[src/rtl/prewish5k_controller.sv]
// Blinky top: a debounced press captures a DIP pattern, which is loaded at the next frame tick and shown serially on the_led.
// Optional status LEDs are built only when PREWISH5K_STATUS_LEDS_EN is defined; otherwise o_led0..o_led3 read 0.
module prewish5k_controller #(
   parameter int NEWMASK_CLK_BITS     = 26,
   parameter int BLINKY_MASK_CLK_BITS = 19,
   parameter int DEBOUNCE_BITS        = 5
) (
   input  logic       i_clk,
   input  logic       i_rst_n,
   input  logic       button_internal,
   input  logic [7:0] dip_switch,
   output logic       the_led,
   output logic       o_led0,
   output logic       o_led1,
   output logic       o_led2,
   output logic       o_led3
);

   logic                            btn_meta;
   logic                            btn_s;
   logic [DEBOUNCE_BITS-1:0]        db_cnt;
   logic                            db_state;
   logic [NEWMASK_CLK_BITS-1:0]     frame_cnt;
   logic [BLINKY_MASK_CLK_BITS-1:0] prescaler;
   logic [7:0]                      pending_mask;
   logic [7:0]                      active_mask;
   logic                            pending_valid;
   logic [2:0]                      bit_idx;
   logic                            press;
   logic                            tick;

   // The press pulse fires in the same cycle the debounced state is about to rise.
   assign press = (btn_s != db_state) && (&db_cnt) && btn_s;
   assign tick  = &frame_cnt;

   always_ff @(posedge i_clk) begin
      if (!i_rst_n) begin
         btn_meta      <= 1'b0;
         btn_s         <= 1'b0;
         db_cnt        <= '0;
         db_state      <= 1'b0;
         frame_cnt     <= '0;
         prescaler     <= '0;
         pending_mask  <= 8'h00;
         pending_valid <= 1'b0;
         active_mask   <= 8'h00;
         bit_idx       <= 3'd7;
         the_led       <= 1'b0;
      end else begin
         btn_meta <= button_internal;
         btn_s    <= btn_meta;

         if (btn_s == db_state) begin
            db_cnt <= '0;
         end else if (&db_cnt) begin
            db_cnt   <= '0;
            db_state <= btn_s;
         end else begin
            db_cnt <= db_cnt + DEBOUNCE_BITS'(1);
         end

         frame_cnt <= frame_cnt + NEWMASK_CLK_BITS'(1);

         // A press coinciding with the tick bypasses the pending register.
         if (tick && (pending_valid || press)) begin
            active_mask   <= press ? ~dip_switch : pending_mask;
            bit_idx       <= 3'd7;
            prescaler     <= '0;
            pending_valid <= 1'b0;
         end else begin
            if (press) begin
               pending_mask  <= ~dip_switch;
               pending_valid <= 1'b1;
            end
            prescaler <= prescaler + BLINKY_MASK_CLK_BITS'(1);
            if (&prescaler)
               bit_idx <= bit_idx - 3'd1;
         end

         the_led <= active_mask[bit_idx];
      end
   end

`ifdef PREWISH5K_STATUS_LEDS_EN
   logic press_toggle;

   always_ff @(posedge i_clk) begin
      if (!i_rst_n)
         press_toggle <= 1'b0;
      else if (press)
         press_toggle <= ~press_toggle;
   end

   assign o_led0 = db_state;
   assign o_led1 = pending_valid;
   assign o_led2 = press_toggle;
   assign o_led3 = frame_cnt[NEWMASK_CLK_BITS-1];
`else
   assign o_led0 = 1'b0;
   assign o_led1 = 1'b0;
   assign o_led2 = 1'b0;
   assign o_led3 = 1'b0;
`endif

endmodule

[config.mk]
export PLATFORM = sky130hd
export DESIGN_NAME = prewish5k_controller
export DESIGN_NICKNAME = d
export VERILOG_FILES = /design/src/rtl/prewish5k_controller.sv
export SDC_FILE = /design/constraint.sdc
export NUM_CORES = 1
export LEC_CHECK = 0
export ABC_CLOCK_PERIOD_IN_PS = 2700
export CORE_MARGIN = 2
export CORE_UTILIZATION = 59
export DETAILED_ROUTE_END_ITERATION = 8
export PLACE_DENSITY = 0.88
export SLEW_MARGIN = 40
export SYNTH_ARGS = -nofsm -noshare
export SYNTH_HDL_FRONTEND = slang
export SYNTH_SLANG_ARGS = --single-unit
[constraint.sdc]
create_clock -name i_clk -period 2.7 [get_ports i_clk]
set_input_delay 0.81 -clock i_clk [delete_from_list [all_inputs] [get_ports i_clk]]
set_output_delay 0.81 -clock i_clk [all_outputs]
set_load 0.01 [all_outputs]
After elaboration in Yosys (flattened, before gate mapping)
Index checks and enable logic that the tools add are counted.
{"block": "word_totals", "word_cells": 34, "ff_bits": 74}
{"block": "classes", "bitwise_logic": 3, "eq_ne": 2, "mux": 3, "n_addsub": 4, "reduce_logical": 10, "magnitude_cmp": 1}
{"cell": "$add A26 B1 Y26 const B", "n": 1}
{"cell": "$reduce_and A26 Y1", "n": 1}
{"cell": "$add A19 B1 Y19 const B", "n": 1}
{"cell": "$reduce_and A19 Y1", "n": 1}
{"cell": "$mux W8", "n": 1}
{"cell": "$not A8 Y8", "n": 1}
{"cell": "$reduce_and A6 Y1", "n": 1}
{"cell": "$add A5 B1 Y5 const B", "n": 1}
{"cell": "$reduce_and A5 Y1", "n": 1}
{"cell": "$lt A3 B4 Y1 const B", "n": 1}
{"cell": "$bmux W1 S3", "n": 1}
{"cell": "$logic_and A1 B1 Y1", "n": 3}
{"cell": "$reduce_or A3 Y1", "n": 1}
{"cell": "$sub A3 B1 Y3 const B", "n": 1}
{"cell": "$not A1 Y1", "n": 2}
{"cell": "$reduce_or A2 Y1", "n": 1}
{"cell": "$eq A1 B1 Y1", "n": 1}
{"cell": "$logic_or A1 B1 Y1", "n": 1}
{"cell": "$mux W1", "n": 1}
{"cell": "$ne A1 B1 Y1", "n": 1}

Depth between registers and ports, before layout
{"block": "depth", "word_depth": 6, "depth_mapped": 9, "depth_no_buf": 7}

Worst setup path before layout
OpenSTA, ideal clock, no wires.
{"block": "synth_path", "path_type": "reg-to-reg", "start": "register frame_cnt[0]", "end": "register frame_cnt[24]", "n_path_buf": 1, "required_time_ns": 2.629, "synth_period_minus_slack_ns": 2.075, "arrival_ns": 2.005, "path_slack_ns": 0.625, "stages_incl_launch_ff": 7, "path_cell_list": "dfxtp_1 ha_1 nand3_1 or4_4 buf_6 or4_1 a21oi_1"}
{"block": "synth_via", "elab_chain_cells": 1}
{"item": "start, declared", "line_no": "23", "text": "logic [NEWMASK_CLK_BITS-1:0] frame_cnt;"}
{"item": "start signal, assigned", "line_no": "62", "text": "frame_cnt <= frame_cnt + NEWMASK_CLK_BITS'(1);"}
{"item": "$add A26 B1 Y26", "line_no": "62"}
Every way passes these cells.
A chain may end at the register's enable or synchronous reset.

Worst setup path after layout
{"block": "layout_path", "start": "register frame_cnt[0]", "end": "register active_mask[3]"}
{"block": "layout_via", "elab_chain_cells": 2}
{"item": "$reduce_and A26 Y1", "line_no": "34", "text": "assign tick = &frame_cnt;"}
{"item": "$logic_and A1 B1 Y1", "line_no": "65", "text": "if (tick && (pending_valid || press)) begin"}
{"item": "end signal, assigned", "line_no": "66", "text": "active_mask <= press ? ~dip_switch : pending_mask;"}
{"item": "end, declared", "line_no": "26", "text": "logic [7:0] active_mask;"}
Every way passes these cells.

==> impl_metrics.sql <==
INSERT INTO impl_metrics (metric_group, metric, value, unit) VALUES
('floorplanning', 'rows', '27', ''),
('clock_network', 'htree_levels', '3', ''),
('routing', 'detailedRoute.firstIterationViolations', '121', ''),
('synthesis', 'synth.top_cells.by_area', 'sky130_fd_sc_hd__dfxtp_1, sky130_fd_sc_hd__xor2_1, sky130_fd_sc_hd__nor2_1', ''),
('synthesis', 'yosys_warnings', '0', ''),
('hold_path', 'hold_path_end', 'btn_s', ''),
('cells_and_area', 'num_antenna_cells', '0', ''),
('routing', 'totalWireLength', '5.95', 'mm'),
('cells_and_area', 'layout-drive-gt1-share', '0.0674', ''),
('timing', 'final_max_slew_viol_count', '0', ''),
('setup_path', 'crit_path_start_kind', 'flop', ''),
('timing', 'worst_slew_margin_rel', '0.640', ''),
('power_and_ir_drop', 'power.clock.fraction', '0.369', ''),
('timing', 'timing.final.crit_period', '2.34', 'ns'),
('synthesis', 'yosys.area.top_type_share', '0.453', ''),
('setup_path', 'cp.arrival', '2.62', 'ns'),
('hold_path', 'hold_path.startpoint', 'btn_meta', ''),
('global_routing', 'grt_first_pass_wirelength', '10.2', 'mm'),
('status', 'result_of_the_run', 'finished, final reports clean', ''),
('floorplanning', 'initial_utilization', '0.602', ''),
('setup_path', 'worst_r2r_endpoint', 'active_mask[3]', ''),
('synthesis', 'synth_async_sr_flop_share', '0', ''),
('setup_path', 'reg2reg_slack', '0.36', 'ns'),
('timing', 'rsz0062_at_grt', 'no', ''),
('clock_network', 'worstSkewPairLatency', '0.34', 'ns'),
('clock_network', 'cts_buffers', '9', ''),
('setup_path', 'ff2ff_path_depth', '5', ''),
('timing', 'worst-slew-pin-transition', '0.538', 'ns'),
('power_and_ir_drop', 'power_density', '516', 'nW/um2'),
('routing', 'via_per_inst', '5.84', ''),
('global_routing', 'grt_max_degree', '28', ''),
('synthesis', 'synth_ff_type', 'sky130_fd_sc_hd__dfxtp_1', ''),
('timing', 'finalCritPeriodShare', '0.868', ''),
('placed_design', 'dpl.cell_count', '428', ''),
('floorplanning', 'die_w', '78.5', 'um'),
('cells_and_area', 'final_net_count', '383', ''),
('power_and_ir_drop', 'power.combinational.fraction', '0.031', ''),
('routing', 'route.vias.total', '2586', ''),
('synthesis', 'post-synth-top-count-cell', 'sky130_fd_sc_hd__dfxtp_1', ''),
('routing', 'routedWlPerCell', '13.4', 'um'),
('clock_network', 'clock-sinks', '74', ''),
('global_routing', 'grt_remaining_overflow', '0', ''),
('power_and_ir_drop', 'net-switching-power', '402', 'uW'),
('floorplanning', 'floorplan.core_area', '5440', 'um2'),
('hold_path', 'min-delay-path-class', 'flop to flop', ''),
('clock_network', 'post_cts_resized', '0', ''),
('power_and_ir_drop', 'power.switching_fraction', '0.217', ''),
('setup_path', 'regToRegStartpoint', 'frame_cnt[0]', ''),
('cells_and_area', 'final_cells', '443', ''),
('setup_path', 'cp.required', '2.97', 'ns'),
('power_and_ir_drop', 'worst_voltage_drop_across_the_vdd_grid', '0.388', 'mV'),
('clock_network', 'clock-root-buffer', 'sky130_fd_sc_hd__clkbuf_8', ''),
('setup_path', 'critical_path.cell_chain', 'ha_1 > nand3_1 > or4_4 > nor3_4 > mux2i_1', ''),
('routing', 'drc', '0', ''),
('placed_design', 'routabilityCongestion', '0.760', ''),
('timing', 'setup_violations', '0', ''),
('synthesis', 'synthDominantAreaCellType', 'sky130_fd_sc_hd__dfxtp_1', ''),
('synthesis', 'netlist_top_cells_count', 'sky130_fd_sc_hd__dfxtp_1, sky130_fd_sc_hd__nor2_1, sky130_fd_sc_hd__nand2_1', ''),
('setup_path', 'max_stage_delay', '0.71', 'ns'),
('power_and_ir_drop', 'fin_total_pwr', '1850', 'uW'),
('floorplanning', 'io_pins', '16', ''),
('setup_path', 'worst_path_max_delay_cell', 'sky130_fd_sc_hd__or4_4', ''),
('power_and_ir_drop', 'p_leak', '0.00131', 'uW'),
('clock_network', 'tritoncts', 'built', ''),
('timing', 'finalHoldViolations', '0', ''),
('placed_design', 'numPortBuffers', '11', ''),
('synthesis', 'synth-edff-count', '0', ''),
('setup_path', 'worstPathMaxFanout', '20', ''),
('synthesis', 'synth.ff_latch_count', '74', ''),
('synthesis', 'synth.distinct_cells', '36', ''),
('synthesis', 'yosysSeqAreaShare', '0.453', '');
==> through the flow <==
stage	hold slack, ns	setup WS, ns	util	area (um2)
2_1_floorplan	0.412	0.625	-	3280
4_1_cts	0.459	0.346	0.659	3580
3_3_place_gp	0.423	0.472	0.631	3430
6_report	0.447	0.356	0.659	3580
5_1_grt	0.466	0.238	0.659	3580
3_5_place_dp	0.442	0.342	0.631	3430
==> power groups by stage <==
stage / registers, uW / logic, uW / clock network [uW]
2_1_floorplan: 1130 / 35.2 / 0
3_3_place_gp: 1130 / 55.6 / 0
3_5_place_dp: 1140 / 56.9 / 0
4_1_cts: 1110 / 57.2 / 705
5_1_grt: 1110 / 64.1 / 752
6_report: 1110 / 56.5 / 683
==> worst max path at each step <==
| stage | to | startpoint | slack (ns) | cells after the start |
|---|---|---|---|---|
| final | active_mask[3] | frame_cnt[0] | 0.36 | 5 |
| after global routing | active_mask[3] | frame_cnt[0] | 0.24 | 5 |
| after CTS | active_mask[6] | frame_cnt[0] | 0.35 | 5 |
| after detailed placement | active_mask[3] | frame_cnt[0] | 0.34 | 5 |
| after global placement | active_mask[5] | frame_cnt[0] | 0.47 | 5 |
| after floorplan | frame_cnt[24] | frame_cnt[0] | 0.62 | 6 |
==> kinds of logic (layout without fill, tap and decap cells) <==
| logic type | count (synthesis) | after routing | synth area share |
|---|---|---|---|
| AND/OR/NAND/NOR | 147 | 147 | 0.240 |
| flip-flops | 74 | 74 | 0.453 |
| AO/OA/AOI/OAI | 61 | 61 | 0.128 |
| XOR/XNOR | 28 | 28 | 0.0749 |
| buffers and inverters | 28 | 40 | 0.0398 |
| multiplexers | 12 | 12 | 0.0443 |
| adder cells (fa/ha/maj) | 5 | 5 | 0.0191 |
| other | 1 | 4 | 0.00115 |
==> layout by cell type (no fill, tap or decap), types with 4 or more instances in the layout <==
cell type / netlist / final
sky130_fd_sc_hd__dfxtp_1: 74 / 74
sky130_fd_sc_hd__nor2_1: 38 / 38
sky130_fd_sc_hd__nand2_1: 28 / 28
sky130_fd_sc_hd__xor2_1: 18 / 18
sky130_fd_sc_hd__nand3_1: 17 / 17
sky130_fd_sc_hd__o211ai_1: 16 / 16
sky130_fd_sc_hd__a21oi_1: 16 / 16
sky130_fd_sc_hd__nand4_1: 15 / 15
sky130_fd_sc_hd__or3_1: 14 / 14
sky130_fd_sc_hd__clkdlybuf4s50_1: 0 / 11
sky130_fd_sc_hd__mux2i_1: 10 / 10
sky130_fd_sc_hd__xnor2_1: 10 / 10
sky130_fd_sc_hd__and4_1: 9 / 9
sky130_fd_sc_hd__o21ai_0: 9 / 9
sky130_fd_sc_hd__clkbuf_8: 0 / 9
sky130_fd_sc_hd__inv_1: 8 / 8
sky130_fd_sc_hd__o211a_1: 8 / 8
sky130_fd_sc_hd__o31ai_1: 8 / 7
sky130_fd_sc_hd__or4_1: 7 / 7
sky130_fd_sc_hd__nor4_1: 5 / 5
sky130_fd_sc_hd__ha_1: 5 / 5
sky130_fd_sc_hd__buf_4: 4 / 5
sky130_fd_sc_hd__and3_1: 4 / 4
sky130_fd_sc_hd__conb_1: 1 / 4
sky130_fd_sc_hd__clkinv_2: 0 / 4
==> worst max-delay path: cells and delay by family, from the launching register on <==
family,cells,cell delay (ns)
AND/OR/NAND/NOR,3,1.44
multiplexers,1,0.25
flip-flops,1,0.38
adder cells (fa/ha/maj),1,0.20
==> state kept, by name, indices dropped and copies added (netlist names), 3 cells and up <==
signal and count:
active_mask 8, frame_cnt 26, prescaler 19, bit_idx 3, db_cnt 5, pending_mask 8
==> layer usage <==
layer | vias to the layer above | GRT usage | share of wire
met5 | - | 0 | 0
met4 | 0 | 0.0912 | 0.014
met3 | 9 | 0.0701 | 0.040
met2 | 50 | 0.369 | 0.50
met1 | 1217 | 0.234 | 0.44
li1 | 1310 | - | -
==> final cells by class <==
type | instances | area (um2) | share of cell area
tap | 72 | 90.1 | 0.0251
timing repair buffer | 16 | 148 | 0.0412
inverter | 9 | 33.8 | 0.00943
sequential | 74 | 1480 | 0.414
multi-input combinational | 257 | 1680 | 0.468
clock inverter | 4 | 20.0 | 0.00559
clock buffer | 11 | 131 | 0.0367
Power figures use the tool's default switching activity.
